File: src/rtl/s_p_load_pkg.sv
// Shared definitions for the serial-to-parallel load path: default block
// geometry and the load-block state encoding used alongside the core
// sequencer and the p_s block.
package s_p_load_pkg;

    localparam int unsigned SP_ELEM_W   = 8;
    localparam int unsigned SP_ELEM_N   = 13;
    localparam int unsigned SP_HOLD_CYC = 4;
    localparam int unsigned SP_CNT_W    = 4;

    typedef enum logic {
        COLLECT = 1'b0,
        HOLD    = 1'b1
    } sp_state_t;

    // Width of a down-counter that must hold values 0..cyc-1 (at least 1 bit)
    function automatic int unsigned hold_cnt_w(input int unsigned cyc);
        return (cyc > 1) ? $clog2(cyc) : 1;
    endfunction

endpackage

File: src/rtl/s_p_load.sv
// Serial-to-parallel block loader: collects ELEM_N elements into a lane
// bank, pulses s_p_flag_out when a block completes, then freezes par_out
// for HOLD_CYC cycles while the core sequencer consumes it.
module s_p_load
    import s_p_load_pkg::*;
#(
    parameter int unsigned ELEM_W   = SP_ELEM_W,
    parameter int unsigned ELEM_N   = SP_ELEM_N,
    parameter int unsigned HOLD_CYC = SP_HOLD_CYC
) (
    input  logic                     clk,
    input  logic                     rst,
    input  logic                     din_valid,
    input  logic [ELEM_W-1:0]        din,
    input  logic                     flush,
    output logic                     din_ready,
    output logic [ELEM_N*ELEM_W-1:0] par_out,
    output logic                     s_p_flag_out,
    output logic [SP_CNT_W-1:0]      elem_cnt
);

    localparam int unsigned          HC_W      = hold_cnt_w(HOLD_CYC);
    localparam logic [SP_CNT_W-1:0]  LAST_IDX  = SP_CNT_W'(ELEM_N - 1);
    localparam logic [HC_W-1:0]      HOLD_LOAD = HC_W'(HOLD_CYC - 1);

    sp_state_t         state;
    logic [HC_W-1:0]   hold_cnt;
    logic [ELEM_W-1:0] lanes [ELEM_N];
    logic              accept;
    logic              store;

    // Handshake: ready only while collecting and out of reset
    always_comb begin
        din_ready = (state == COLLECT) && !rst;
        accept    = din_valid && din_ready;
        store     = accept && !flush;
    end

    // Block FSM: element count, hold timer and the completion pulse
    always_ff @(posedge clk) begin
        if (rst) begin
            state        <= COLLECT;
            elem_cnt     <= '0;
            hold_cnt     <= '0;
            s_p_flag_out <= 1'b0;
        end else begin
            s_p_flag_out <= 1'b0;
            unique case (state)
                COLLECT: begin
                    if (flush) begin
                        elem_cnt <= '0;
                    end else if (accept) begin
                        if (elem_cnt == LAST_IDX) begin
                            elem_cnt     <= '0;
                            state        <= HOLD;
                            hold_cnt     <= HOLD_LOAD;
                            s_p_flag_out <= 1'b1;
                        end else begin
                            elem_cnt <= elem_cnt + SP_CNT_W'(1);
                        end
                    end
                end
                HOLD: begin
                    if (hold_cnt == '0) begin
                        state <= COLLECT;
                    end else begin
                        hold_cnt <= hold_cnt - HC_W'(1);
                    end
                end
                default: begin
                    state <= COLLECT;
                end
            endcase
        end
    end

    // Lane bank: accepted element lands in the lane selected by elem_cnt
    always_ff @(posedge clk) begin
        if (rst) begin
            for (int unsigned k = 0; k < ELEM_N; k++) begin
                lanes[k] <= '0;
            end
        end else if (store) begin
            for (int unsigned k = 0; k < ELEM_N; k++) begin
                if (elem_cnt == SP_CNT_W'(k)) begin
                    lanes[k] <= din;
                end
            end
        end
    end

    // Flatten lanes onto the parallel bus, element k at bits [k*ELEM_W +: ELEM_W]
    always_comb begin
        par_out = '0;
        for (int unsigned k = 0; k < ELEM_N; k++) begin
            par_out[k*ELEM_W +: ELEM_W] = lanes[k];
        end
    end

endmodule

File: config.mk
export PLATFORM = sky130hd
export DESIGN_NAME = s_p_load
export DESIGN_NICKNAME = d
export VERILOG_FILES = /design/src/rtl/s_p_load_pkg.sv /design/src/rtl/s_p_load.sv
export SDC_FILE = /design/constraint.sdc
export NUM_CORES = 1
export LEC_CHECK = 0
export CAP_MARGIN = 0
export CORE_ASPECT_RATIO = 1.75
export CORE_MARGIN = 5
export CORE_UTILIZATION = 35
export CTS_CLUSTER_DIAMETER = 40
export DETAILED_ROUTE_END_ITERATION = 6
export HOLD_SLACK_MARGIN = 0.03
export PLACE_DENSITY = 0.67
export SYNTH_ARGS = -nofsm -noshare
export SYNTH_HDL_FRONTEND = slang
export SYNTH_SLANG_ARGS = --single-unit
export TNS_END_PERCENT = 50
File: constraint.sdc
create_clock -name clk -period 2.22 [get_ports clk]
set_input_delay 0.444 -clock clk [delete_from_list [all_inputs] [get_ports clk]]
set_output_delay 0.444 -clock clk [all_outputs]
set_load 0.1 [all_outputs]
# ---- Word level (Yosys, flattened, before mapping)
# Memories as Yosys holds them, arrays and structs flattened.
# Index checks and enable logic that the tools add are counted.
dict set report classes {
  add_sub_neg 2
  multipliers 0
  n_div 0
  n_lt_le_gt_ge 0
  n_eq_ne 16
  shifts 0
  mux 79
  bitwise 14
  reduce_logical 11
}
# cell n
set ops {}
lappend ops {{two-way mux 8 bit} 13}
lappend ops {{two-way mux 1 bit} 57}
lappend ops {{== test 4 bit, second input constant} 5}
lappend ops {{== test 4 x 3 -> 1 bit, second input constant} 4}
lappend ops {{bitwise OR 1 bit} 13}
lappend ops {{two-way mux 4 bit} 3}
lappend ops {{== test 4 x 2 -> 1 bit, second input constant} 2}
lappend ops {{two-way mux 2 bit} 4}
lappend ops {{!= test 2 bit, second input constant} 3}
lappend ops {{adder 4 x 1 -> 4 bit, second input constant} 1}
lappend ops {{== test 4 x 1 -> 1 bit, second input constant} 1}
lappend ops {{zero test 4 bit} 1}
lappend ops {{case mux 2 bit (2 select lines)} 1}
lappend ops {{AND reduction 4 bit} 1}
lappend ops {{logical AND 1 bit} 3}
lappend ops {{zero test 1 bit} 2}
lappend ops {{zero test 2 bit} 1}
lappend ops {{!= test 2 x 1 -> 1 bit, second input constant} 1}
lappend ops {{case mux 1 bit (2 select lines)} 1}
lappend ops {{AND reduction 2 bit} 1}
lappend ops {{nonzero test 2 bit} 1}
lappend ops {{OR reduction 2 bit} 1}
lappend ops {{subtractor 2 x 1 -> 2 bit, second input constant} 1}
lappend ops {{inverter 1 bit} 1}
dict set report totals {
  regBits 8
  latchBits 0
  mem_bits_rw 104
  rom_bits 0
  in_bits 12
  out_inout_bits 110
  word_cells 127
  mem_count 1
}
# memory words word_bits read_ports rd_ports_with_merged_regs wr line_no
set mem_list {}
lappend mem_list {lanes 13 8 13 0 13 s_p_load.sv:28} ;# logic [ELEM_W-1:0] lanes [ELEM_N];

# ---- Longest topological paths before layout
# Gate-level depths: netlist of the first run.
dict set report depth {
  depth_word 8
  ltp_mapped 6
  ltp_nobuf 6
}

# ---- Worst setup path before layout of the first run
# Ideal clock, no wire load.
dict set report synth_path {
  path_kind {input to output}
  start {input port rst}
  end {output port din_ready}
  arrival_ps 2048
  required_time_ps 1776
  setup_slack_ps -272
  cell_stages 3
  n_path_buf 2
  path_cell_list {clkbuf_1 clkbuf_1 nor2_1}
}
dict set report synth_via {
  elab_chain_len 2
}
# element line_no
set synth_lines {}
lappend synth_lines {{start: declaration} s_p_load.sv:12} ;# input logic rst,
lappend synth_lines {{zero test 1 bit} s_p_load.sv:34} ;# din_ready = (state == COLLECT) && !rst;
lappend synth_lines {{logical AND 1 bit} s_p_load.sv:34}
lappend synth_lines {{end: declaration} s_p_load.sv:16} ;# output logic din_ready,
# Every way passes these cells.

# ---- Final worst setup path of the first run
# Ends and elaborated chain as after synthesis.

==> flow_metrics.py, run 1 <==
metrics = {
    "run_status": {
        "outcome": "complete, no violations",
    },
    "sta": {
        "drv_slew": 0,
        "worst_slew_pin_slew_ns": 0.7089,
        "rsz0062_at_grt": "no",
        "fin_tns_setup_ns": 0,
        "final.setup_skew_ns": 0.004475,
        "setup_viol_count_final": 0,
        "maxSlewHeadroom_pct": 52.57,
        "fin_crit_ns": 1.971,
        "timing.final.crit_share_pct": 88.79,
        "fmax_ghz": 0.5073,
        "hold_viol": 0,
    },
    "die": {
        "ios": 122,
        "initial_utilization_pct": 35.89,
        "die_x_um": 92.62,
        "num_rows": 52,
        "core_mm2": 0.01165,
        "die_h_um": 154.6,
        "die_area_mm2": 0.01432,
    },
    "worst_setup_path": {
        "path_cells": "clkdlybuf4s50_1, buf_4, nor2_2, buf_12",
        "end_kind": "output pin",
        "reg2reg_depth": 5,
        "cp.depth": 4,
        "critical_path_buf_inv_count": 3,
        "path_delay_family": "buffers and inverters",
        "max_stage_delay_ns": 0.52,
        "startpoint_type": "input pin",
        "critPathKind": "input pin to output pin",
        "cp_max_fo": 30,
        "arrival_ns": 1.53,
        "cp_slowest_cell": "clkdlybuf4s50_1",
        "cp_data_required_time_ns": 1.78,
    },
    "clock_network": {
        "cts_htree_levels": 3,
        "cts_root_buf": "clkbuf_16",
        "clk_pin_slew_ns": 0.07,
        "cts_tree": "done",
        "post-cts-setup-buffers": 0,
        "cts-resized-gates": 0,
        "postCtsHoldBufs": 0,
        "clockBufferDepth": 2,
        "cts_buffers": 9,
        "clkSinkCount": 112,
        "clk_latency_ns": 0.34,
    },
    "placement": {
        "place_area_mm2": 0.005480,
        "dp_hpwl_mm": 8.188,
        "gp_congestion": 0.7907,
        "io_buffers": 121,
    },
    "yosys": {
        "synth_most_common_cell": "edfxtp_1",
        "synth_largest_area_cell": "edfxtp_1",
        "synthMuxAreaShare_pct": 0,
        "yosysWarnings": 0,
        "seq_area_frac_synth_pct": 78.54,
        "synth-async-reset-ratio_pct": 0,
        "synthTopCellsByArea": "edfxtp_1 75%, nor2_1 7.8%, dfxtp_1 3.8%, nand2b_1 1.8%, nand2_1 1.5%",
        "synthSimpleGateAreaFrac_pct": 14.22,
        "synth_area_per_cell_um2": 14.22,
        "synth_common_cells": "104 x edfxtp_1, 87 x nor2_1, 17 x nand2_1",
        "synth_adder_area_share_pct": 1.497,
        "synth_edf_count": 104,
        "syn_area_mm2": 0.004180,
        "ys_types": 28,
        "synth_xor_area_share_pct": 0,
        "synth_compound_area_share_pct": 3.592,
        "synthFlopType": "edfxtp_1",
        "ys_ff_latch": 112,
        "synth.net_count": 311,
        "synth_top_family_by_area": "simple AND/OR/NAND/NOR gates",
        "syn-instance-count": 294,
        "netlist.area_leader.share_pct": 74.71,
    },
    "pwr": {
        "swShare_pct": 29.56,
        "p_comb_share_pct": 19.0,
        "leakagePower_uw": 0.002319,
        "pwr-share-seq_pct": 46.7,
        "power_density_mw_per_mm2": 896.6,
        "pwr-share-clk_pct": 34.4,
        "ir_worst_vdd_uv": 388.5,
        "power_switching_uw": 1541,
        "intPower_uw": 3673,
    },
    "drt": {
        "ant_nets": 0,
        "wire_per_inst_um": 18.18,
        "firstDrtPassIters": 4,
        "drt-initial-drc-count": 176,
        "via_count": 2774,
        "route.detailed.drc": 0,
        "vias_per_cell": 4.750,
        "drt-total-wl_mm": 10.62,
    },
    "global_route": {
        "grt-ovfl-total": 0,
        "track_usage_pct": 14.94,
        "grt_pass1_vias": 2838,
        "grt_pass1_wl_mm": 15.76,
        "antenna_found_initial": 0,
        "grt_max_degree": 31,
    },
    "layout": {
        "syn_to_final_growth_pct": 39.12,
        "nNetsFinal": 461,
        "diodes": 0,
        "final_cell_area_mm2": 0.005816,
        "drive_gt1_share_pct": 36.30,
    },
    "hold_path": {
        "min_path_type": "flop to flop",
        "hold_depth": 2,
    },
    "run": {
        "maxCapViolations": 0,
    },
}
[worst register-to-register path: stages (launching register included)]
cell and delay (ns):
dfxtp_2 0.40, inv_1 0.08, ha_1 0.28, and3_1 0.24, and2_1 0.18, or2_2 0.38
[stage by stage]
step | util, % | setup WS (ns) | total power, µW | hold slack [ns] | std cells
after floorplan | - | 0.07487 | 3227 | 0.4474 | 294
after global placement | 47.06 | 0.02052 | 3473 | 0.4556 | 568
after detailed placement | 47.06 | 0.01873 | 3477 | 0.4718 | 568
after CTS | 49.94 | 0.2394 | 5242 | 0.4813 | 584
after global routing | 49.94 | 0.1941 | 5349 | 0.5221 | 584
final | 49.94 | 0.2489 | 5214 | 0.4817 | 584
[placed cells by master (no fill, tap or decap), types with 2 or more instances in the layout]
cell and count:
buf_4 136, edfxtp_1 104, nor2_1 86, nand2_1 17
inv_1 12, nand2b_1 12, clkdlybuf4s50_1 11, clkbuf_16 9
o21bai_1 7, dfxtp_1 6, ha_1 5, a31o_2 4
nor2b_1 4, a21oi_1 4, nand2_2 3, nand3_1 3
a211oi_1 3, bufinv_16 3, nor3b_1 2, clkinv_1 2
dfxtp_2 2, buf_12 2
[power by group through the flow]
stage / combinational [µW] / clock (µW) / sequential, µW
3_3_place_gp: 990 / 0 / 2480
3_5_place_dp: 994 / 0 / 2480
4_1_cts: 995 / 1810 / 2440
6_report: 989 / 1790 / 2430
5_1_grt: 1010 / 1900 / 2440
2_1_floorplan: 89.4 / 0 / 3140
[final cells by class]
class                           count  area [µm²]
Fill cell                         995        5831
Sequential cell                   112        3286
Timing Repair Buffer              149        1171
Multi-Input combinational cell    160       809.5
Clock buffer                       10       229.0
Tap cell                          135       168.9
Clock inverter                      6       106.4
Inverter                           12       45.04
[sequential cells by signal, indices dropped and copies added, names as in the netlist]
| signal | count |
|---|---|
| hold_cnt | 2 |
| lanes | 104 |
| state | 1 |
| s_p_flag_out | 1 |
| elem_cnt | 4 |
[worst paths after layout]
check                                  from      endpoint  slack (ns)
worst max-delay path                    rst     din_ready        0.25
worst min-delay path            hold_cnt[0]   hold_cnt[0]        0.48
worst max register to register  elem_cnt[0]  lanes[1][34]        0.38
worst min register to register  hold_cnt[0]   hold_cnt[0]        0.48
[logic make-up (layout without fill, tap and decap cells)]
logic type               Yosys count  count (layout)
AND/OR/NAND/NOR                  134             134
flip-flops                       112             112
buffers and inverters             22             177
AO/OA/AOI/OAI                     21              21
adder cells (fa/ha/maj)            5               5
[metal layers]
metal / vias to the layer above / track usage (%) / wire length (µm)
met3: 21 / 3.257 / 502
met1: 1338 / 14.93 / 3612
met4: 0 / 7.058 / 301
li1: 1325 / - / -
met5: - / 0 / 0
met2: 90 / 28.60 / 6201
(Power assumes the default switching activity.)
==> run 2, diff against run 1 <==
RECOVER_POWER = 100   (was not set)
==> run 2 against run 1 <==
  * Utilization is 2.7 points lower
  * Die area stayed put
  * Total power is 1.2% lower
  * Global-route usage stayed put
  * Design area is 5.5% lower
  * Via count is 0.58% higher
  * Non-clock buffer count stayed put
  * Critical path depth stayed put
  * Flip-flop and latch count stayed put
  * Largest cell class unchanged
  * Sequential share of layout area is 3.2 points higher
==> flow_metrics.py, run 2 (synthesis gave the netlist of run 1 again) <==
metrics = {
    "sta": {
        "final.setup_skew_ns": 0.005232,
        "hold_viol": 0,
        "hold_slack_ns": 0.4819,
        "drv_slew": 0,
        "rsz0062_at_grt": "no",
        "fin_tns_setup_ns": 0,
        "maxSlewHeadroom_pct": 54.49,
        "fmax_ghz": 0.4855,
        "fin_crit_ns": 2.060,
        "timing.final.crit_share_pct": 92.77,
        "worst_slew_pin_slew_ns": 0.6801,
        "setup_viol_count_final": 0,
    },
    "drt": {
        "via_count": 2790,
        "drt-initial-drc-count": 210,
        "vias_per_cell": 4.777,
        "firstDrtPassIters": 4,
        "routed-wl-met2_mm": 6.144,
        "wirelength_met1_mm": 3.608,
        "route.detailed.drc": 0,
        "wl_met3_um": 529,
        "ant_nets": 0,
        "drt-total-wl_mm": 10.61,
        "wire_per_inst_um": 18.16,
        "routed.top_layer": "met4",
    },
    "die": {
        "die_x_um": 92.62,
        "die_area_mm2": 0.01432,
        "die_h_um": 154.6,
        "core_mm2": 0.01165,
        "num_rows": 52,
        "initial_utilization_pct": 35.89,
        "ios": 122,
    },
    "clock_network": {
        "postCtsHoldBufs": 0,
        "clk_pin_slew_ns": 0.07,
        "cts_htree_levels": 3,
        "cts_buffers": 9,
        "clockBufferDepth": 2,
        "cts-resized-gates": 0,
        "cts_tree": "done",
        "post-cts-setup-buffers": 0,
        "clkSinkCount": 112,
        "clk_latency_ns": 0.34,
        "cts_root_buf": "clkbuf_16",
    },
    "pwr": {
        "ir_worst_vdd_uv": 386.6,
        "power_density_mw_per_mm2": 936.8,
        "leakagePower_uw": 0.002219,
    },
    "worst_setup_path": {
        "critPathKind": "input pin to output pin",
        "path_cells": "dlygate4sd3_1, buf_4, nor2_2, buf_12",
        "critical_path_buf_inv_count": 3,
        "worst-r2r-setup-slack_ns": 0.29,
        "cp_slowest_cell": "dlygate4sd3_1",
        "cp_data_required_time_ns": 1.78,
        "cp_max_fo": 30,
        "path_delay_family": "buffers and inverters",
        "startpoint_type": "input pin",
        "arrival_ns": 1.62,
        "max_stage_delay_ns": 0.58,
        "end_kind": "output pin",
    },
    "layout": {
        "reg.largest.list": "lanes: 104 flops, elem_cnt: 4 flops, hold_cnt: 2 flops",
        "final_common_cell": "clkbuf_2",
        "drive_gt1_share_pct": 34.08,
        "syn_to_final_growth_pct": 31.52,
        "diodes": 0,
        "layout_common_cells": "115 x clkbuf_2, 104 x edfxtp_1, 86 x nor2_1",
        "top_register": "lanes",
        "nNetsFinal": 461,
        "largest_reg_flops": 104,
    },
    "run_status": {
        "outcome": "complete, no violations",
    },
    "global_route": {
        "grt_pass1_vias": 2838,
        "grt_pass1_wl_mm": 15.76,
        "grt-ovfl-total": 0,
        "antenna_found_initial": 0,
        "track_usage_pct": 14.94,
        "grt_max_degree": 31,
    },
    "hold_path": {
        "min_path_type": "flop to flop",
    },
    "placement": {
        "gp_congestion": 0.7907,
        "io_buffers": 121,
        "dp_hpwl_mm": 8.188,
    },
    "run": {
        "maxCapViolations": 0,
    },
}
## run 2: cell types whose count changed in the layout (fill, tap and decap cells not counted), sizes merged
cell           delta
dlygate4sd3       +1
buf             -119
clkdlybuf4s50     -1
clkbuf          +119
## run 2: cell type report
type | count | area [µm²]
flip-flops and latches | 112 | 3284
clock buffers | 10 | 229.0
inverters | 12 | 45.04
fillers | 1076 | 6148
multi-input cells | 160 | 804.5
clock inverters | 6 | 106.4
repair buffers | 149 | 859.6
well taps | 135 | 168.9
## run 2: worst paths after layout
check / startpoint / depth (start not counted) / endpoint
worst max-delay path: rst / 4 / din_ready
worst min-delay path: hold_cnt[0] / 2 / hold_cnt[0]
worst max register to register: elem_cnt[0] / 5 / lanes[1][34]
worst min register to register: hold_cnt[0] / 2 / hold_cnt[0]
## run 2: per-stage QoR
| stage | std cells | util, % | total power, µW | worst slack, ns | instance area, µm² |
|---|---|---|---|---|---|
| 4_1_cts | 584 | 49.94 | 5242 | 0.2394 | 5816 |
| 3_3_place_gp | 568 | 47.06 | 3473 | 0.02052 | 5480 |
| 5_1_grt | 584 | 47.21 | 5284 | 0.1006 | 5498 |
| 2_1_floorplan | 294 | - | 3227 | 0.07487 | 4185 |
| 6_report | 584 | 47.21 | 5150 | 0.1604 | 5498 |
| 3_5_place_dp | 568 | 47.06 | 3477 | 0.01873 | 5480 |
## run 2: worst reg2reg max path, stage by stage (launching register included)
cell and delay, ns:
dfxtp_1 0.47, inv_1 0.11, ha_1 0.28, and3_1 0.23, and2_0 0.19, or2_2 0.39
## run 2: metal layers
metal | track usage, % | up-vias
met5 | 0 | -
met4 | 7.058 | 0
met3 | 3.257 | 23
met2 | 28.60 | 96
met1 | 14.93 | 1348
li1 | - | 1323
## run 2: power by group
part           switching [µW]  internal [µW]  total, µW
sequential               37.4           2390       2430
combinational             809            116        925
clock                     695           1100       1790
